`src/rtl/uart_tx_feeder_pkg.sv`:
```
// Shared definitions for the UART transmit feeder: FSM encoding and
// default sizing constants.
package uart_tx_feeder_pkg;

    // Default FIFO depth in bytes (power of two, 2..256).
    localparam int DEFAULT_DEPTH        = 16;
    // Default number of cycles to wait for tx_busy to rise after wr_en.
    localparam int DEFAULT_BUSY_TIMEOUT = 4;

    // Feeder FSM states.
    typedef enum logic [1:0] {
        ST_IDLE      = 2'd0,
        ST_SEND      = 2'd1,
        ST_WAIT_BUSY = 2'd2,
        ST_WAIT_DONE = 2'd3
    } tx_state_e;

endpackage : uart_tx_feeder_pkg

```
`src/rtl/uart_tx_feeder_if.sv`:
```
// Signal bundle between the producer / UART transmitter and the feeder.
//
// Handshake rules:
//   Producer side: a byte moves on a rising clock edge where
//   in_valid && in_ready. in_ready depends only on registered state, so the
//   producer may look at it before deciding what to present.
//   Transmitter side: wr_en is a one-cycle start strobe; din is valid from
//   the wr_en cycle and held until the next strobe. The transmitter reports
//   activity on tx_busy, and a new strobe is only issued while tx_busy is low.
interface uart_tx_feeder_if;

    logic [7:0] in_data;
    logic       in_valid;
    logic       in_ready;
    logic [7:0] din;
    logic       wr_en;
    logic       tx_busy;

    // Environment side: the producer plus the UART transmitter.
    modport master (
        output in_data, in_valid, tx_busy,
        input  in_ready, din, wr_en
    );

    // Feeder side.
    modport slave (
        input  in_data, in_valid, tx_busy,
        output in_ready, din, wr_en
    );

endinterface : uart_tx_feeder_if

```
`src/rtl/uart_tx_feeder_byte_fifo.sv`:
```
// Byte FIFO with wrapping read/write pointers and an occupancy counter.
// Overflowing pushes and underflowing pops are ignored internally so the
// counter can never leave 0..DEPTH.
module byte_fifo #(
    parameter int DEPTH = 16
) (
    input  logic                   clk,
    input  logic                   rst_n,
    input  logic                   push,
    input  logic                   pop,
    input  logic [7:0]             wdata,
    output logic [7:0]             rdata,
    output logic [$clog2(DEPTH):0] count,
    output logic                   full,
    output logic                   empty
);

    localparam int AW = $clog2(DEPTH);
    localparam int CW = AW + 1;

    logic [AW-1:0] wr_ptr_q, wr_ptr_d;
    logic [AW-1:0] rd_ptr_q, rd_ptr_d;
    logic [CW-1:0] count_q,  count_d;
    logic [7:0]    mem_q [DEPTH];
    logic          do_push;
    logic          do_pop;

    assign full    = (count_q == CW'(DEPTH));
    assign empty   = (count_q == '0);
    assign do_push = push && !full;
    assign do_pop  = pop && !empty;
    assign rdata   = mem_q[rd_ptr_q];
    assign count   = count_q;

    // Next pointer and occupancy values; pointers wrap naturally modulo DEPTH.
    always_comb begin
        wr_ptr_d = wr_ptr_q;
        rd_ptr_d = rd_ptr_q;
        count_d  = count_q;
        if (do_push) begin
            wr_ptr_d = wr_ptr_q + 1'b1;
        end
        if (do_pop) begin
            rd_ptr_d = rd_ptr_q + 1'b1;
        end
        case ({do_push, do_pop})
            2'b10:   count_d = count_q + 1'b1;
            2'b01:   count_d = count_q - 1'b1;
            default: count_d = count_q;
        endcase
    end

    // Pointer and occupancy registers.
    always_ff @(posedge clk or negedge rst_n) begin
        if (!rst_n) begin
            wr_ptr_q <= '0;
            rd_ptr_q <= '0;
            count_q  <= '0;
        end else begin
            wr_ptr_q <= wr_ptr_d;
            rd_ptr_q <= rd_ptr_d;
            count_q  <= count_d;
        end
    end

    // Storage array; never read before written, so it carries no reset.
    always_ff @(posedge clk) begin
        if (do_push) begin
            mem_q[wr_ptr_q] <= wdata;
        end
    end

endmodule : byte_fifo

```
`src/rtl/uart_tx_feeder.sv`:
```
// Buffers bytes from a producer and feeds them one at a time to a UART
// transmitter, waiting for each transfer to finish (or for tx_busy to fail
// to appear within BUSY_TIMEOUT cycles) before starting the next.
module uart_tx_feeder
    import uart_tx_feeder_pkg::*;
#(
    parameter int DEPTH        = DEFAULT_DEPTH,
    parameter int BUSY_TIMEOUT = DEFAULT_BUSY_TIMEOUT
) (
    input  logic                   clk_5m,
    input  logic                   rst_n,
    uart_tx_feeder_if.slave        bus,
    output logic [$clog2(DEPTH):0] count,
    output tx_state_e              state_o
);

    // The timeout counter only has to hold 0..BUSY_TIMEOUT-1.
    localparam int TW = (BUSY_TIMEOUT > 1) ? $clog2(BUSY_TIMEOUT) : 1;
    localparam logic [TW-1:0] TMO_LAST = TW'(BUSY_TIMEOUT - 1);

    tx_state_e     state_q, state_d;
    logic [TW-1:0] tmo_q, tmo_d;
    logic [7:0]    din_q;
    logic          wr_en_q;
    logic          pop;
    logic          push;
    logic [7:0]    fifo_rdata;
    logic          fifo_full;
    logic          fifo_empty;

    // in_ready follows the registered count only, so a pop in the same cycle
    // cannot open a slot at full.
    assign bus.in_ready = !fifo_full;
    assign push         = bus.in_valid && !fifo_full;
    assign bus.din      = din_q;
    assign bus.wr_en    = wr_en_q;
    assign state_o      = state_q;

    byte_fifo #(
        .DEPTH (DEPTH)
    ) u_fifo (
        .clk   (clk_5m),
        .rst_n (rst_n),
        .push  (push),
        .pop   (pop),
        .wdata (bus.in_data),
        .rdata (fifo_rdata),
        .count (count),
        .full  (fifo_full),
        .empty (fifo_empty)
    );

    // Next-state, pop request and timeout counter.
    always_comb begin
        state_d = state_q;
        tmo_d   = tmo_q;
        pop     = 1'b0;
        case (state_q)
            ST_IDLE: begin
                if (!fifo_empty && !bus.tx_busy) begin
                    pop     = 1'b1;
                    state_d = ST_SEND;
                end
            end
            ST_SEND: begin
                tmo_d   = '0;
                state_d = ST_WAIT_BUSY;
            end
            ST_WAIT_BUSY: begin
                if (bus.tx_busy) begin
                    state_d = ST_WAIT_DONE;
                end else if (tmo_q == TMO_LAST) begin
                    // Transmitter never acknowledged: treat the byte as sent.
                    tmo_d   = '0;
                    state_d = ST_IDLE;
                end else begin
                    tmo_d = tmo_q + 1'b1;
                end
            end
            ST_WAIT_DONE: begin
                if (!bus.tx_busy) begin
                    state_d = ST_IDLE;
                end
            end
            default: state_d = ST_IDLE;
        endcase
    end

    // State, timeout counter, strobe and output byte registers.
    always_ff @(posedge clk_5m or negedge rst_n) begin
        if (!rst_n) begin
            state_q <= ST_IDLE;
            tmo_q   <= '0;
            wr_en_q <= 1'b0;
            din_q   <= 8'h00;
        end else begin
            state_q <= state_d;
            tmo_q   <= tmo_d;
            wr_en_q <= (state_d == ST_SEND);
            if (pop) begin
                din_q <= fifo_rdata;
            end
        end
    end

endmodule : uart_tx_feeder

```
`src/flat_wrapper.sv`:
```
// flat-port wrapper written by rule: the top's interface ports become plain ports
module uart_tx_feeder_flat import uart_tx_feeder_pkg::*;
#(
    parameter int DEPTH        = DEFAULT_DEPTH,
    parameter int BUSY_TIMEOUT = DEFAULT_BUSY_TIMEOUT
)
  (clk_5m, rst_n, count, state_o, bus_in_data, bus_in_valid, bus_tx_busy, bus_in_ready, bus_din, bus_wr_en);
  uart_tx_feeder_if bus_i ();
  input  logic clk_5m;
  input  logic rst_n;
  output logic [$clog2(DEPTH):0] count;
  output tx_state_e state_o;
  input wire logic [$bits(bus_i.in_data)-1:0] bus_in_data;
  input wire logic [$bits(bus_i.in_valid)-1:0] bus_in_valid;
  input wire logic [$bits(bus_i.tx_busy)-1:0] bus_tx_busy;
  output wire logic [$bits(bus_i.in_ready)-1:0] bus_in_ready;
  output wire logic [$bits(bus_i.din)-1:0] bus_din;
  output wire logic [$bits(bus_i.wr_en)-1:0] bus_wr_en;
  assign bus_i.in_data = bus_in_data;
  assign bus_i.in_valid = bus_in_valid;
  assign bus_i.tx_busy = bus_tx_busy;
  assign bus_in_ready = bus_i.in_ready;
  assign bus_din = bus_i.din;
  assign bus_wr_en = bus_i.wr_en;
  uart_tx_feeder #(.DEPTH(DEPTH), .BUSY_TIMEOUT(BUSY_TIMEOUT)) u_core (.clk_5m(clk_5m), .rst_n(rst_n), .bus(bus_i), .count(count), .state_o(state_o));
endmodule
```
`config.mk`:
```
export PLATFORM = sky130hd
export DESIGN_NAME = uart_tx_feeder_flat
export DESIGN_NICKNAME = d
export VERILOG_FILES = /design/src/rtl/uart_tx_feeder_pkg.sv /design/src/rtl/uart_tx_feeder_if.sv /design/src/rtl/uart_tx_feeder_byte_fifo.sv /design/src/rtl/uart_tx_feeder.sv /design/src/flat_wrapper.sv
export SDC_FILE = /design/constraint.sdc
export NUM_CORES = 1
export LEC_CHECK = 0
export BUFFER_PORTS_ARGS = -buffer_cell sky130_fd_sc_hd__buf_4
export CAP_MARGIN = 30
export CORE_MARGIN = 2
export CORE_UTILIZATION = 60
export CTS_CLUSTER_DIAMETER = 150
export DETAILED_ROUTE_END_ITERATION = 16
export PLACE_DENSITY = 0.88
export SKIP_CTS_REPAIR_TIMING = 1
export SYNTH_ARGS = -nofsm -noshare
export SYNTH_HDL_FRONTEND = slang
export SYNTH_SLANG_ARGS = --single-unit
```
`constraint.sdc`:
```
create_clock -name clk_5m -period 3.2 [get_ports clk_5m]
set_input_delay 0.64 -clock clk_5m [delete_from_list [all_inputs] [get_ports clk_5m]]
set_output_delay 0.64 -clock clk_5m [all_outputs]
set_load 0.02 [all_outputs]
```
==> impl_metrics.json <==
{
  "ys_types": 34,
  "finClkSkew_ps": 8.80,
  "routed_via_density": 6.12,
  "cts_tree": "done",
  "io_buffers": 28,
  "slew_viol_final": 0,
  "cts_root_buf": "clkbuf_8",
  "crit_chain": "or4_1 > o21ai_2 > inv_2 > ha_1 > ha_1 > nor2b_1 > o21ai_0 > a21oi_1 > or3b_2 > xnor2_1",
  "drt-total-wl_um": 12600,
  "path_class": "register to register",
  "num_vias": 3336,
  "leakagePower_nw": 2.67,
  "rr_worst_depth": 10,
  "critPathLaunch": "u_core.u_fifo.count[1]$_DFFE_PN0P_",
  "cts_sinks": 154,
  "core-area_um2": 10200,
  "finalSetupTns_ps": 0,
  "grt_max_degree": 27,
  "end_kind": "register",
  "dpl.hpwl_um": 7530,
  "arrival_ps": 3410,
  "path_max_fanout": 5,
  "diodes": 0,
  "fmax_mhz": 333,
  "powerDensity_nw_per_um2": 921,
  "first_iter_violations": 327,
  "fp.dieH_um": 106,
  "slew_headroom": 0.409,
  "initial_core_util": 0.613,
  "htreeDepth": 4,
  "period_share": 0.939,
  "final_cell_mix": "edfxtp_1, buf_4, nand2_1, dfrtp_1",
  "worstPathBufferInverterCount": 1,
  "hold_viol": 0,
  "hp-class": "primary input to asynchronous set/reset pin",
  "nets": 419,
  "cp.required_ps": 3600,
  "cts_buffers": 17,
  "synth_nets": 371,
  "syn_inst": 348,
  "vdd.ir_drop.worst_mv": 0.417,
  "ant_nets": 0,
  "die_x_um": 106,
  "post-route-min-period_ps": 3000,
  "setup_viol": 0,
  "routedWlPerCell_um": 23.1,
  "rsz0062_at_grt": "no",
  "pin_count": 29,
  "worst_pin_slew_ps": 884,
  "gp_congestion": 0.839,
  "r2r-end": "u_core.u_fifo.count[4]$_DFFE_PN0P_",
  "power_mw": 6.75,
  "critPathTopFamily": "simple AND/OR/NAND/NOR gates",
  "utilization": 0.716,
  "syn_area_um2": 6270,
  "critPathSlowestCell": "or4_1",
  "fill_cells": 563,
  "path_clk_slew_ps": 70,
  "grt_first_pass_wirelength_um": 19400,
  "drc": 0,
  "drive_gt1_frac": 0.267,
  "grt_pass1_vias": 3361,
  "grt_overflow": 0,
  "outcome": "complete, no violations",
  "antenna_found_initial": 0,
  "ys_seq_area_frac": 0.716,
  "worstSkewPairLatency_ps": 530,
  "grt_usage": 0.242,
  "num_rows": 37,
  "timing.rr.start": "u_core.u_fifo.count[1]$_DFFE_PN0P_",
  "start_kind": "register",
  "crit_top_cell": "ha_1",
  "slowest_delay_ps": 560,
  "first_pass_iters": 4,
  "synth_warnings": 0,
  "yosys_register_bits": 154,
  "reg2reg_setup_slack_ps": 200,
  "die-area_um2": 11300,
  "area_growth_pct": 16.7,
  "max-clock-path-buffers": 2,
  "avgSynthCellArea_um2": 18.0,
  "cap_violations": 0,
  "final_common_cell": "edfxtp_1"
}
## cells by family after synthesis
family	synth area share
fa+ha+maj	0.0231
xor+xnor	0.0140
flops	0.716
compound gates	0.0235
buf+inv	0.0239
mux	0.153
simple gates	0.0465
## cells in the mapped netlist (all sizes together)
master / n / share of area
nor3: 5 / 0.0040
nand2: 33 / 0.020
a21o: 1 / 0.0012
xor2: 2 / 0.0028
nand3: 1 / 0.00080
and2: 1 / 0.0010
ha: 10 / 0.020
or3b: 1 / 0.0014
nand4: 2 / 0.0020
nor2: 17 / 0.010
mux2i: 9 / 0.014
dfrtp: 26 / 0.10
xnor2: 8 / 0.011
buf: 14 / 0.016
nor3b: 1 / 0.0012
clkbuf: 4 / 0.0024
o21ai: 22 / 0.018
nor4: 2 / 0.0020
mux2: 8 / 0.014
edfxtp: 128 / 0.61
or4: 1 / 0.0012
nor2b: 1 / 0.0010
a21oi: 6 / 0.0048
inv: 10 / 0.0060
fa: 1 / 0.0032
mux4: 32 / 0.12
nand2b: 2 / 0.0020
## metrics by stage
stage / setup WS, ps / instances / hold slack, ps / instance area, um2
2_1_floorplan: 161 / 348 / 344 / 6270
3_3_place_gp: 303 / 513 / 455 / 6700
3_5_place_dp: 189 / 513 / 478 / 6700
4_1_cts: 163 / 545 / 9.98 / 7310
5_1_grt: 21.7 / 545 / 19.9 / 7320
6_report: 196 / 545 / 11.5 / 7320
## sequential cells by signal, summed over array words and instances (netlist names)
register / count
u_core.u_fifo.wr_ptr_q: 4
u_core.state_o: 2
u_core.u_fifo.rd_ptr_q: 4
u_core.u_fifo.count: 5
u_core.u_fifo.mem_q: 128
u_core.tmo_q: 2
u_core.bus.wr_en: 1
u_core.bus.din: 8
## power by group
part	internal (mW)	switching, mW	total [mW]
Clock	1.22	0.857	2.08
Sequential	2.49	0.319	2.81
Combinational	0.890	0.967	1.86
Total	4.60	2.14	6.75
## routing by layer
metal  vias up  global-route usage  share of wire
li1       1450                   -              -
met1      1702               0.319           0.40
met2       153               0.394           0.51
met3        31              0.0674          0.066
met4         0              0.0799          0.022
met5         -                   0              0
## area by class of cell
| cell class | instances | area, um2 | share of cell area |
|---|---|---|---|
| clock buffers | 17 | 414 | 0.0566 |
| clock inverters | 15 | 200 | 0.0273 |
| inverters | 10 | 37.5 | 0.00513 |
| multi-input cells | 166 | 1640 | 0.224 |
| flip-flops and latches | 154 | 4500 | 0.614 |
| well taps | 136 | 170 | 0.0232 |
| repair buffers | 47 | 365 | 0.0499 |
## worst max path at each step
stage | cells past startpoint | slack, ps | end
2_1_floorplan | 13 | 160 | u_core.u_fifo.count[4]$_DFFE_PN0P_
3_3_place_gp | 10 | 300 | u_core.u_fifo.count[4]$_DFFE_PN0P_
3_5_place_dp | 12 | 190 | u_core.u_fifo.count[4]$_DFFE_PN0P_
4_1_cts | 10 | 160 | u_core.u_fifo.count[4]$_DFFE_PN0P_
5_1_grt | 12 | 20 | u_core.u_fifo.count[4]$_DFFE_PN0P_
6_report | 10 | 200 | u_core.u_fifo.count[4]$_DFFE_PN0P_
Power figures use the tool's default switching activity.
